--- src/rtl/div_pkg.sv ---
// Shared types and helpers for the iterative RV32M divider.
// Used by div_unit and div_step. The optional DIV_FASTPATH_EN build macro
// is consumed in div_unit only.
package div_pkg;

    typedef enum logic [1:0] {
        OP_DIV  = 2'b00,
        OP_DIVU = 2'b01,
        OP_REM  = 2'b10,
        OP_REMU = 2'b11
    } div_op_e;

    typedef enum logic [1:0] {
        IDLE = 2'b00,
        CALC = 2'b01,
        FIX  = 2'b10,
        DONE = 2'b11
    } div_state_e;

    localparam int DIV_XLEN_DEF = 32;

    // DIV and REM interpret their operands as two's complement.
    function automatic logic op_is_signed(input div_op_e op);
        return (op == OP_DIV) || (op == OP_REM);
    endfunction

    // REM and REMU return the remainder rather than the quotient.
    function automatic logic op_is_rem(input div_op_e op);
        return (op == OP_REM) || (op == OP_REMU);
    endfunction

endpackage

--- src/rtl/div_step.sv ---
// One restoring-division iteration: shift the {rem,quo} pair left by one,
// then subtract the divisor from the partial remainder when it fits and
// record the outcome as the new quotient LSB.
module div_step
    import div_pkg::*;
#(
    parameter int XLEN = DIV_XLEN_DEF
) (
    input  logic [XLEN:0]   rem,
    input  logic [XLEN-1:0] quo,
    input  logic [XLEN-1:0] divisor,
    output logic [XLEN:0]   rem_next,
    output logic [XLEN-1:0] quo_next
);

    logic [XLEN:0] shift_rem_s;
    logic [XLEN:0] trial_s;
    logic [XLEN:0] divisor_ext_s;

    // Trial subtraction on the shifted remainder; restore when it would go negative
    always_comb begin
        divisor_ext_s = {1'b0, divisor};
        shift_rem_s   = (rem << 1'b1) | {{XLEN{1'b0}}, quo[XLEN-1]};
        trial_s       = shift_rem_s - divisor_ext_s;
        if (shift_rem_s >= divisor_ext_s) begin
            rem_next = trial_s;
            quo_next = {quo[XLEN-2:0], 1'b1};
        end else begin
            rem_next = shift_rem_s;
            quo_next = {quo[XLEN-2:0], 1'b0};
        end
    end

endmodule

--- src/rtl/div_unit.sv ---
// Iterative radix-2 RV32M divider (DIV/DIVU/REM/REMU) for the Execute stage.
// A start pulse captures operand magnitudes and sign flags, XLEN restoring
// steps run in CALC, signs and the divide-by-zero quotient are applied in
// FIX, and DONE presents the result with a one-cycle done pulse.
// Build option: define DIV_FASTPATH_EN to resolve divide-by-zero and signed
// overflow directly at start (result in the next cycle). Without it those
// operands take the normal iterative path and give identical results.
module div_unit
    import div_pkg::*;
#(
    parameter int XLEN = DIV_XLEN_DEF
) (
    input  logic            clk,
    input  logic            reset,
    input  logic            i_start,
    input  logic [1:0]      i_op,
    input  logic [XLEN-1:0] i_dividend,
    input  logic [XLEN-1:0] i_divisor,
    output logic            o_stall,
    output logic            o_done,
    output logic [XLEN-1:0] o_result
);

    localparam int CW = $clog2(XLEN);

    div_state_e      state_r;
    div_op_e         op_r;
    logic [XLEN:0]   rem_r;
    logic [XLEN-1:0] quo_r;
    logic [XLEN-1:0] dsor_r;
    logic [CW-1:0]   cnt_r;
    logic            neg_quo_r;
    logic            neg_rem_r;
    logic            div_zero_r;
    logic            done_r;
    logic [XLEN-1:0] result_r;

    div_op_e         op_in_s;
    logic            in_signed_s;
    logic            dend_neg_s;
    logic            dsor_neg_s;
    logic [XLEN-1:0] dend_abs_s;
    logic [XLEN-1:0] dsor_abs_s;
    logic            fast_hit_s;
    logic [XLEN-1:0] fast_result_s;
    logic [XLEN:0]   rem_next_s;
    logic [XLEN-1:0] quo_next_s;
    logic [XLEN-1:0] rem_mag_s;
    logic [XLEN-1:0] quo_fix_s;
    logic [XLEN-1:0] rem_fix_s;
    logic [XLEN-1:0] fix_result_s;

    // Decode the incoming op and form operand magnitudes for the unsigned core
    always_comb begin
        op_in_s     = div_op_e'(i_op);
        in_signed_s = op_is_signed(op_in_s);
        dend_neg_s  = in_signed_s & i_dividend[XLEN-1];
        dsor_neg_s  = in_signed_s & i_divisor[XLEN-1];
        if (dend_neg_s) begin
            dend_abs_s = -i_dividend;
        end else begin
            dend_abs_s = i_dividend;
        end
        if (dsor_neg_s) begin
            dsor_abs_s = -i_divisor;
        end else begin
            dsor_abs_s = i_divisor;
        end
    end

`ifdef DIV_FASTPATH_EN
    // Recognise operands whose architectural result needs no iteration
    always_comb begin
        fast_hit_s    = 1'b0;
        fast_result_s = {XLEN{1'b0}};
        if (i_divisor == {XLEN{1'b0}}) begin
            fast_hit_s = 1'b1;
            if (op_is_rem(op_in_s)) begin
                fast_result_s = i_dividend;
            end else begin
                fast_result_s = {XLEN{1'b1}};
            end
        end else if (in_signed_s && (i_dividend == {1'b1, {(XLEN-1){1'b0}}})
                     && (i_divisor == {XLEN{1'b1}})) begin
            fast_hit_s = 1'b1;
            if (op_is_rem(op_in_s)) begin
                fast_result_s = {XLEN{1'b0}};
            end else begin
                fast_result_s = i_dividend;
            end
        end else begin
            fast_hit_s    = 1'b0;
            fast_result_s = {XLEN{1'b0}};
        end
    end
`else
    assign fast_hit_s    = 1'b0;
    assign fast_result_s = {XLEN{1'b0}};
`endif

    div_step #(.XLEN(XLEN)) u_step (
        .rem      (rem_r),
        .quo      (quo_r),
        .divisor  (dsor_r),
        .rem_next (rem_next_s),
        .quo_next (quo_next_s)
    );

    // Restore signs and select quotient or remainder for the final result
    always_comb begin
        rem_mag_s = XLEN'(rem_r);
        if (div_zero_r) begin
            quo_fix_s = {XLEN{1'b1}};
        end else if (neg_quo_r) begin
            quo_fix_s = -quo_r;
        end else begin
            quo_fix_s = quo_r;
        end
        if (neg_rem_r) begin
            rem_fix_s = -rem_mag_s;
        end else begin
            rem_fix_s = rem_mag_s;
        end
        if (op_is_rem(op_r)) begin
            fix_result_s = rem_fix_s;
        end else begin
            fix_result_s = quo_fix_s;
        end
    end

    // Stall the pipeline from the accepted start through FIX; release in DONE
    always_comb begin
        o_stall = 1'b0;
        case (state_r)
            IDLE, DONE: o_stall = i_start;
            CALC, FIX:  o_stall = 1'b1;
            default:    o_stall = 1'b0;
        endcase
    end

    // Divider sequencer: capture, iterate, fix signs, report
    always_ff @(posedge clk or negedge reset) begin
        if (!reset) begin
            state_r    <= IDLE;
            op_r       <= OP_DIV;
            rem_r      <= {(XLEN+1){1'b0}};
            quo_r      <= {XLEN{1'b0}};
            dsor_r     <= {XLEN{1'b0}};
            cnt_r      <= {CW{1'b0}};
            neg_quo_r  <= 1'b0;
            neg_rem_r  <= 1'b0;
            div_zero_r <= 1'b0;
            done_r     <= 1'b0;
            result_r   <= {XLEN{1'b0}};
        end else begin
            done_r <= 1'b0;
            case (state_r)
                IDLE, DONE: begin
                    if (i_start && fast_hit_s) begin
                        result_r <= fast_result_s;
                        done_r   <= 1'b1;
                        state_r  <= DONE;
                    end else if (i_start) begin
                        op_r       <= op_in_s;
                        rem_r      <= {(XLEN+1){1'b0}};
                        quo_r      <= dend_abs_s;
                        dsor_r     <= dsor_abs_s;
                        cnt_r      <= CW'(XLEN - 1);
                        neg_quo_r  <= dend_neg_s ^ dsor_neg_s;
                        neg_rem_r  <= dend_neg_s;
                        div_zero_r <= (i_divisor == {XLEN{1'b0}});
                        state_r    <= CALC;
                    end else begin
                        state_r <= IDLE;
                    end
                end
                CALC: begin
                    rem_r <= rem_next_s;
                    quo_r <= quo_next_s;
                    if (cnt_r == {CW{1'b0}}) begin
                        state_r <= FIX;
                    end else begin
                        cnt_r <= cnt_r - CW'(1'b1);
                    end
                end
                FIX: begin
                    result_r <= fix_result_s;
                    done_r   <= 1'b1;
                    state_r  <= DONE;
                end
                default: begin
                    state_r <= IDLE;
                end
            endcase
        end
    end

    assign o_done   = done_r;
    assign o_result = result_r;

endmodule

--- config.mk ---
export PLATFORM = sky130hd
export DESIGN_NAME = div_unit
export DESIGN_NICKNAME = d
export VERILOG_FILES = /design/src/rtl/div_pkg.sv /design/src/rtl/div_step.sv /design/src/rtl/div_unit.sv
export SDC_FILE = /design/constraint.sdc
export NUM_CORES = 1
export LEC_CHECK = 0
export CORE_ASPECT_RATIO = 1.1
export CORE_UTILIZATION = 40
export DETAILED_ROUTE_END_ITERATION = 12
export GPL_TIMING_DRIVEN = 0
export PLACE_DENSITY_LB_ADDON = 0.25
export SYNTH_ARGS = -nofsm -noshare
export SYNTH_HDL_FRONTEND = slang
export SYNTH_SLANG_ARGS = --single-unit
--- constraint.sdc ---
create_clock -name clk -period 7.05 [get_ports clk]
set_input_delay 1.41 -clock clk [delete_from_list [all_inputs] [get_ports clk]]
set_output_delay 1.41 -clock clk [all_outputs]
set_load 0.05 [all_outputs]
# == Yosys cells after proc, flatten, opt, wreduce, memory -nomap -nowiden ==
# Index checks and enable logic that the tools add are counted.
# totals
out_inout_bits,34
input_bits,69
regBits,141
wordCells,63
# op_classes
order_cmp,1
n_bitwise,4
eq_ne,9
n_reduce_logical,12
n_addsub,6
muxes,20
# op_table
operator,n
32-bit two-way mux,9
32-bit negation,4
32-bit one-hot mux with 2 select lines,2
33-bit by 32-bit greater-or-equal comparator with 1-bit output,1
33-bit by 1-bit bitwise OR with 33-bit output,1
32-bit zero test,1
32-bit subtractor,1
"2-bit equality test, second input constant",5
5-bit two-way mux,2
5-bit one-hot mux with 2 select lines,1
"2-bit != test, second input constant",3
2-bit one-hot mux with 3 select lines,1
5-bit zero test,1
"5-bit by 1-bit subtractor with 5-bit output, second input constant",1
2-bit zero test,2
2-bit AND reduction,2
2-bit OR reduction,2
1-bit two-way mux,3
3-bit AND reduction,1
1-bit AND,2
"2-bit by 1-bit equality test with 1-bit output, second input constant",1
1-bit logical OR,2
2-bit two-way mux,1
1-bit one-hot mux with 2 select lines,1
2 further kinds,2

# == Logic depth before layout (Yosys ltp) ==
# logic_depth
depth_word,6
ltp_mapped,13
depth_no_buf,13

# == Hierarchy ==
# Synthesis repeated with hierarchy kept, for this count alone.
# unflattened
cells_unflattened,1363
area_unflattened_um2,11690.0
# modules_own_cells
module,n_inst,cells_per_inst,area_per_inst_um2
div_unit,1,995,8926.1
div_step,1,368,2763.9

# == Least setup slack after synthesis ==
# No wires, ideal clock.
# synth_path
path_type,in2reg
startpoint,input i_dividend[8]
endpoint,register quo_r[29]
t_arrival_ns,3.514
cell_stages,9
path_buffers,0
required_time_ns,6.967
slack_ns,3.454
setup_time_ns,0.083
path_cell_list,or4_1 or3_1 nor3_2 and3_1 nand2_1 o41ai_1 xnor2_1 nor2_1 o21ai_0
# synth_between
elab_chain_len,4
# synth_lines
item,line_no,source
start: declaration,div_unit.sv:17,"input logic [XLEN-1:0] i_dividend,"
32-bit negation,div_unit.sv:60,dend_abs_s = -i_dividend;
32-bit two-way mux,div_unit.sv:59,if (dend_neg_s) begin
32-bit two-way mux,div_unit.sv:163,end else if (i_start) begin
32-bit one-hot mux with 2 select lines,div_unit.sv:157,case (state_r)
end signal: assignment,div_unit.sv:147,quo_r <= {XLEN{1'b0}};
end signal: assignment,div_unit.sv:166,quo_r <= dend_abs_s;
end signal: assignment,div_unit.sv:179,quo_r <= quo_next_s;
end: declaration,div_unit.sv:29,logic [XLEN-1:0] quo_r;
# No other way between the ends. The select of a mux whose other input is x is not followed.
# A chain may end at the register's enable or synchronous reset.

# == Final worst setup path ==
# layout_path
startpoint,input i_start
endpoint,output o_stall
# layout_between
elab_chain_len,1
# layout_lines
item,line_no,source
start: declaration,div_unit.sv:15,"input logic i_start,"
1-bit one-hot mux with 2 select lines,div_unit.sv:134,case (state_r)
end: declaration,div_unit.sv:19,"output logic o_stall,"
# No other way between the ends.

==> summary by stage <==
Status
The flow ran to the end, and the final reports show no timing, DRC or antenna violations.

STA
The max-slew violation total from the final report is 0. Setup violations remaining at the end of the flow were counted as 0. The maximum operating frequency is 0.2295 GHz. Setup repair after global routing left no endpoint under its margin. The final worst-path cycle share is between 60% and 70%.

Between clock sinks in the finished design, the worst skew comes to 0.009142 ns. The number of endpoints with negative hold slack in the final report is 0. For the pin with the worst max-slew slack, the measured transition is ~0.76 ns.

The worst max-slew margin expressed relative to the limit is 49.04%. The minimum clock period after layout is around 4.4 ns.

Route
The post-detailed-route count of antenna-violating nets is 0. In the routed design, unresolved DRC markers number 0. The mean routed wirelength per cell is about 17 um.

For this block, the via count after detailed routing is 9,329. The detail-routed via count per cell is between 5 and 6. In this run, the number of DRC markers left after iteration 0 of detailed routing was about 600. Summed over all layers, the routed wires come to between 20,000 and 30,000 um. The first-pass detailed-route iteration total is 5.

Power and ir drop
The overall power is 6.745 mW. The clock network power share is 14.4%. Cell internal power was estimated by the tool at about 3.4 mW.

The switching power total is 3.340 mW. The power share of the combinational group is 62.4%. The leakage power summed over all cells is 5.369 nW. The part of the power in registers is 23.2%.

The highest ir drop seen on vdd is 194.7 uV. Net switching is between 40% and 50% of the power. Dividing total power by cell area gives a power density of around 540 nW/um2.

Synthesis
In the synthesized netlist the async set-or-reset flop fraction comes to 100.0%. The distinct cell type count after synthesis is 66. The synthesized netlist cell count is 1,239. When the netlist entered floorplanning its net count stood at 1,349. The share of synthesized area in the top cell type comes to between 30% and 40%. The summed instance area of the synthesized netlist is 10,360 um2. Yosys mapped a number of flops with a built-in enable equal to 0. The synthesized area per cell is 8.362 um2. Among all flip-flop cells after synthesis, the most frequent one is sky130_fd_sc_hd__dfrtp_1. The register bit count reported by yosys is between 100 and 150. During synthesis, Yosys emitted a total of 0 warnings. By area the synthesized netlist is led by sky130_fd_sc_hd__dfrtp_1 (34%), sky130_fd_sc_hd__o21ai_0 (7.4%), sky130_fd_sc_hd__xor2_1 (7.4%). The synthesized design spends more area on one cell type than any other, namely sky130_fd_sc_hd__dfrtp_1.

The sequential fraction of the synthesis area is 33.82%.

Clocking
For the worst-skew pair, the clock arrives at the later sink with an insertion delay of 0.43 ns. The clock sink count is 140. After clock tree synthesis, the clock-pin slew on the worst setup and hold paths is 0.06 ns. The H-tree depth reported by CTS is 4. Clock tree synthesis selected as its root buffer the cell sky130_fd_sc_hd__clkbuf_16. For this design, the CTS-stage hold fixing added 0 buffers. The post-cts repair resize count is 0.

The number of buffers inserted during clock tree synthesis is 17. No sink is reached through more buffers than the 2 on the longest clock path. The clock tree from TritonCTS is done. Once the clock tree was built, the setup fixing pass inserted 0 buffers.

GRT
The number of global-route vias before repair is 9,282. After global routing the overflow that remains totals 0. The global routing usage summed across all routing layers is between 20% and 30%.

The first global-routing pass estimated 48,240 um of wire. The initial antenna violation count is 0. Entering global routing, the biggest net connects 86 pins.

Setup path
The critical-path maximum fanout is 3. The start-to-end type of the worst setup path is input pin to output port. STA puts the critical path data arrival time at 2.95 ns. The worst setup path is captured at an output port. The worst setup path is launched from an input pin. The data required time at the worst endpoint is 5.64 ns.

Die
The floorplan step defined a die boundary enclosing ~27,000 um2. From left edge to right edge, the die measures 155.4 um. The starting density of the core is 40.88%. Pin placement for this block handled 103 I/O pins.

The core region is approximately 25,000 um2. The number of core rows is 61. The die boundary height is 170.8 um.

Finish
In the final design database the tool counted 1,471 nets. Across the whole layout, storage elements account for 3503 um2. The total of fill cells in the finished design is about 2,500.

The fraction of layout cells with a size suffix above 1 is between 5 and 6%. The antenna cell count is 0. Once layout is complete, the utilization of the core stands at 49.22%. The multi-input combinational cells in the finished layout cover a total of 6377 um2. From synthesis to final layout, the design area changed by 20.39%.

Placement
The count of input and output buffers is 102. The final weighted congestion of routability-driven global placement is a little over 0.9. After legalization and detailed placement, the total HPWL measured 23,500 um.

Job
The count of max-cap constraint violations is 0.

Hold path
The class of the most critical hold timing path is flip-flop to flip-flop.
state kept, by name, indices dropped and copies added, names as in the netlist:
register and cells:
state_r 2, neg_quo_r 1, div_zero_r 1, dsor_r 32, rem_r 32, o_done 1, cnt_r 5, op_r 1
o_result 32, quo_r 32, neg_rem_r 1
per-stage QoR:
step           worst slack, ns  instance area [um2]  cells  TNS (ns)  hold WS, ns
4_1_cts                  2.675                12470   1719         0       0.4883
5_1_grt                  2.626                12470   1719         0       0.5067
6_report                 2.693                12470   1719         0       0.4773
3_3_place_gp            -1.129                11810   1687   -156.55       0.4627
2_1_floorplan            3.454                10360   1239         0       0.4498
3_5_place_dp             2.550                11840   1688         0       0.4739
Yosys cell counts, types with 3 or more instances:
cell type,count
sky130_fd_sc_hd__inv_1,62
sky130_fd_sc_hd__mux2i_1,29
sky130_fd_sc_hd__a211o_1,3
sky130_fd_sc_hd__o21a_1,8
sky130_fd_sc_hd__clkbuf_1,49
sky130_fd_sc_hd__nand2_1,157
sky130_fd_sc_hd__nor2b_1,7
sky130_fd_sc_hd__o211ai_1,3
sky130_fd_sc_hd__nor2_1,65
sky130_fd_sc_hd__nand2b_1,14
sky130_fd_sc_hd__or4_1,17
sky130_fd_sc_hd__nor4_1,15
sky130_fd_sc_hd__ha_1,40
sky130_fd_sc_hd__o21ai_1,6
sky130_fd_sc_hd__a32oi_1,6
sky130_fd_sc_hd__xnor2_1,62
sky130_fd_sc_hd__o31ai_1,23
sky130_fd_sc_hd__dfrtp_1,140
sky130_fd_sc_hd__nor3b_1,4
sky130_fd_sc_hd__a31oi_1,9
sky130_fd_sc_hd__and3_1,7
sky130_fd_sc_hd__o21ai_0,153
sky130_fd_sc_hd__xor2_1,87
sky130_fd_sc_hd__nand4_1,7
sky130_fd_sc_hd__a21o_1,8
sky130_fd_sc_hd__mux2_2,28
sky130_fd_sc_hd__a21oi_1,92
sky130_fd_sc_hd__buf_1,5
sky130_fd_sc_hd__a211oi_1,6
sky130_fd_sc_hd__nor3_1,12
sky130_fd_sc_hd__o21bai_1,4
sky130_fd_sc_hd__o41ai_1,14
sky130_fd_sc_hd__or4_4,3
sky130_fd_sc_hd__or3_1,14
sky130_fd_sc_hd__o22ai_1,6
sky130_fd_sc_hd__nand3_1,10
sky130_fd_sc_hd__a21boi_0,3
sky130_fd_sc_hd__and2_1,3
sky130_fd_sc_hd__a22oi_1,26
metal layers:
layer | up-vias | routed length [um] | GRT usage (%)
li1 | 4661 | - | -
met1 | 4407 | 13460 | 29.34
met2 | 226 | 14850 | 41.68
met3 | 35 | 1167 | 3.116
met4 | 0 | 467 | 6.351
met5 | - | 0 | 0
path summary, 6_finish.rpt:
check | start | to | slack (ns) | cells after the start
max | i_start | o_stall | 2.69 | 3
min | dsor_r[30] | dsor_r[30] | 0.48 | 2
max reg2reg | rem_r[24] | rem_r[31] | 3.16 | 11
min reg2reg | dsor_r[30] | dsor_r[30] | 0.48 | 2
max in group asynchronous | reset | rem_r[30] | 5.30 | 2
min in group asynchronous | reset | quo_r[9] | 0.93 | 1
worst max-delay path, stage by stage:
cell and delay, ns:
sky130_fd_sc_hd__clkdlybuf4s50_1 0.52, sky130_fd_sc_hd__nand2b_1 0.19, sky130_fd_sc_hd__clkdlybuf4s50_1 0.82
layout make-up:
cell class | instances | area share [%]
multi-input cells | 977 | 51.13
flip-flops and latches | 140 | 28.09
repair buffers | 103 | 8.417
clock buffers | 18 | 3.521
well taps | 346 | 3.471
plain buffers | 60 | 1.976
inverters | 62 | 1.866
clock inverters | 13 | 1.525
power groups by stage:
stage | clock (mW) | sequential (mW) | combinational, mW
3_3_place_gp | 0 | 1.56 | 4.15
4_1_cts | 0.984 | 1.56 | 4.21
5_1_grt | 1.01 | 1.62 | 4.64
3_5_place_dp | 0 | 1.58 | 4.18
2_1_floorplan | 0 | 1.78 | 2.76
6_report | 0.971 | 1.57 | 4.21
kinds of logic (layout without fill, tap and decap cells):
family	count (synthesis)	in the layout	synth area share, %
AO/OA/AOI/OAI	383	383	22.05
AND/OR/NAND/NOR	346	346	15.89
XOR/XNOR	149	149	12.60
flip-flops	140	140	33.82
buffers and inverters	122	256	4.626
multiplexers	58	58	5.990
adder cells (fa/ha/maj)	41	41	5.024
placed cells by master, fill, tap and decap left out, types with 7 or more instances in the layout:
master / synthesis / layout
sky130_fd_sc_hd__clkdlybuf4s50_1: 0 / 101
sky130_fd_sc_hd__or4_1: 17 / 17
sky130_fd_sc_hd__nor2b_1: 7 / 7
sky130_fd_sc_hd__a31oi_1: 9 / 9
sky130_fd_sc_hd__nor3_1: 12 / 12
sky130_fd_sc_hd__xor2_1: 87 / 87
sky130_fd_sc_hd__nand4_1: 7 / 7
sky130_fd_sc_hd__a21oi_1: 92 / 92
sky130_fd_sc_hd__dfrtp_1: 140 / 140
sky130_fd_sc_hd__a22oi_1: 26 / 26
sky130_fd_sc_hd__inv_1: 62 / 62
sky130_fd_sc_hd__and3_1: 7 / 7
sky130_fd_sc_hd__o21a_1: 8 / 8
sky130_fd_sc_hd__o41ai_1: 14 / 14
sky130_fd_sc_hd__nor2_1: 65 / 65
sky130_fd_sc_hd__nand2_1: 157 / 157
sky130_fd_sc_hd__clkbuf_1: 49 / 49
sky130_fd_sc_hd__clkbuf_16: 0 / 17
sky130_fd_sc_hd__a21o_1: 8 / 8
sky130_fd_sc_hd__mux2_2: 28 / 28
sky130_fd_sc_hd__nand2b_1: 14 / 14
sky130_fd_sc_hd__o21ai_0: 153 / 153
sky130_fd_sc_hd__nand3_1: 10 / 10
sky130_fd_sc_hd__nor4_1: 15 / 15
sky130_fd_sc_hd__o31ai_1: 23 / 23
sky130_fd_sc_hd__or3_1: 14 / 14
sky130_fd_sc_hd__mux2i_1: 29 / 29
sky130_fd_sc_hd__xnor2_1: 62 / 62
sky130_fd_sc_hd__ha_1: 40 / 40
Power figures use the tool's default switching activity.
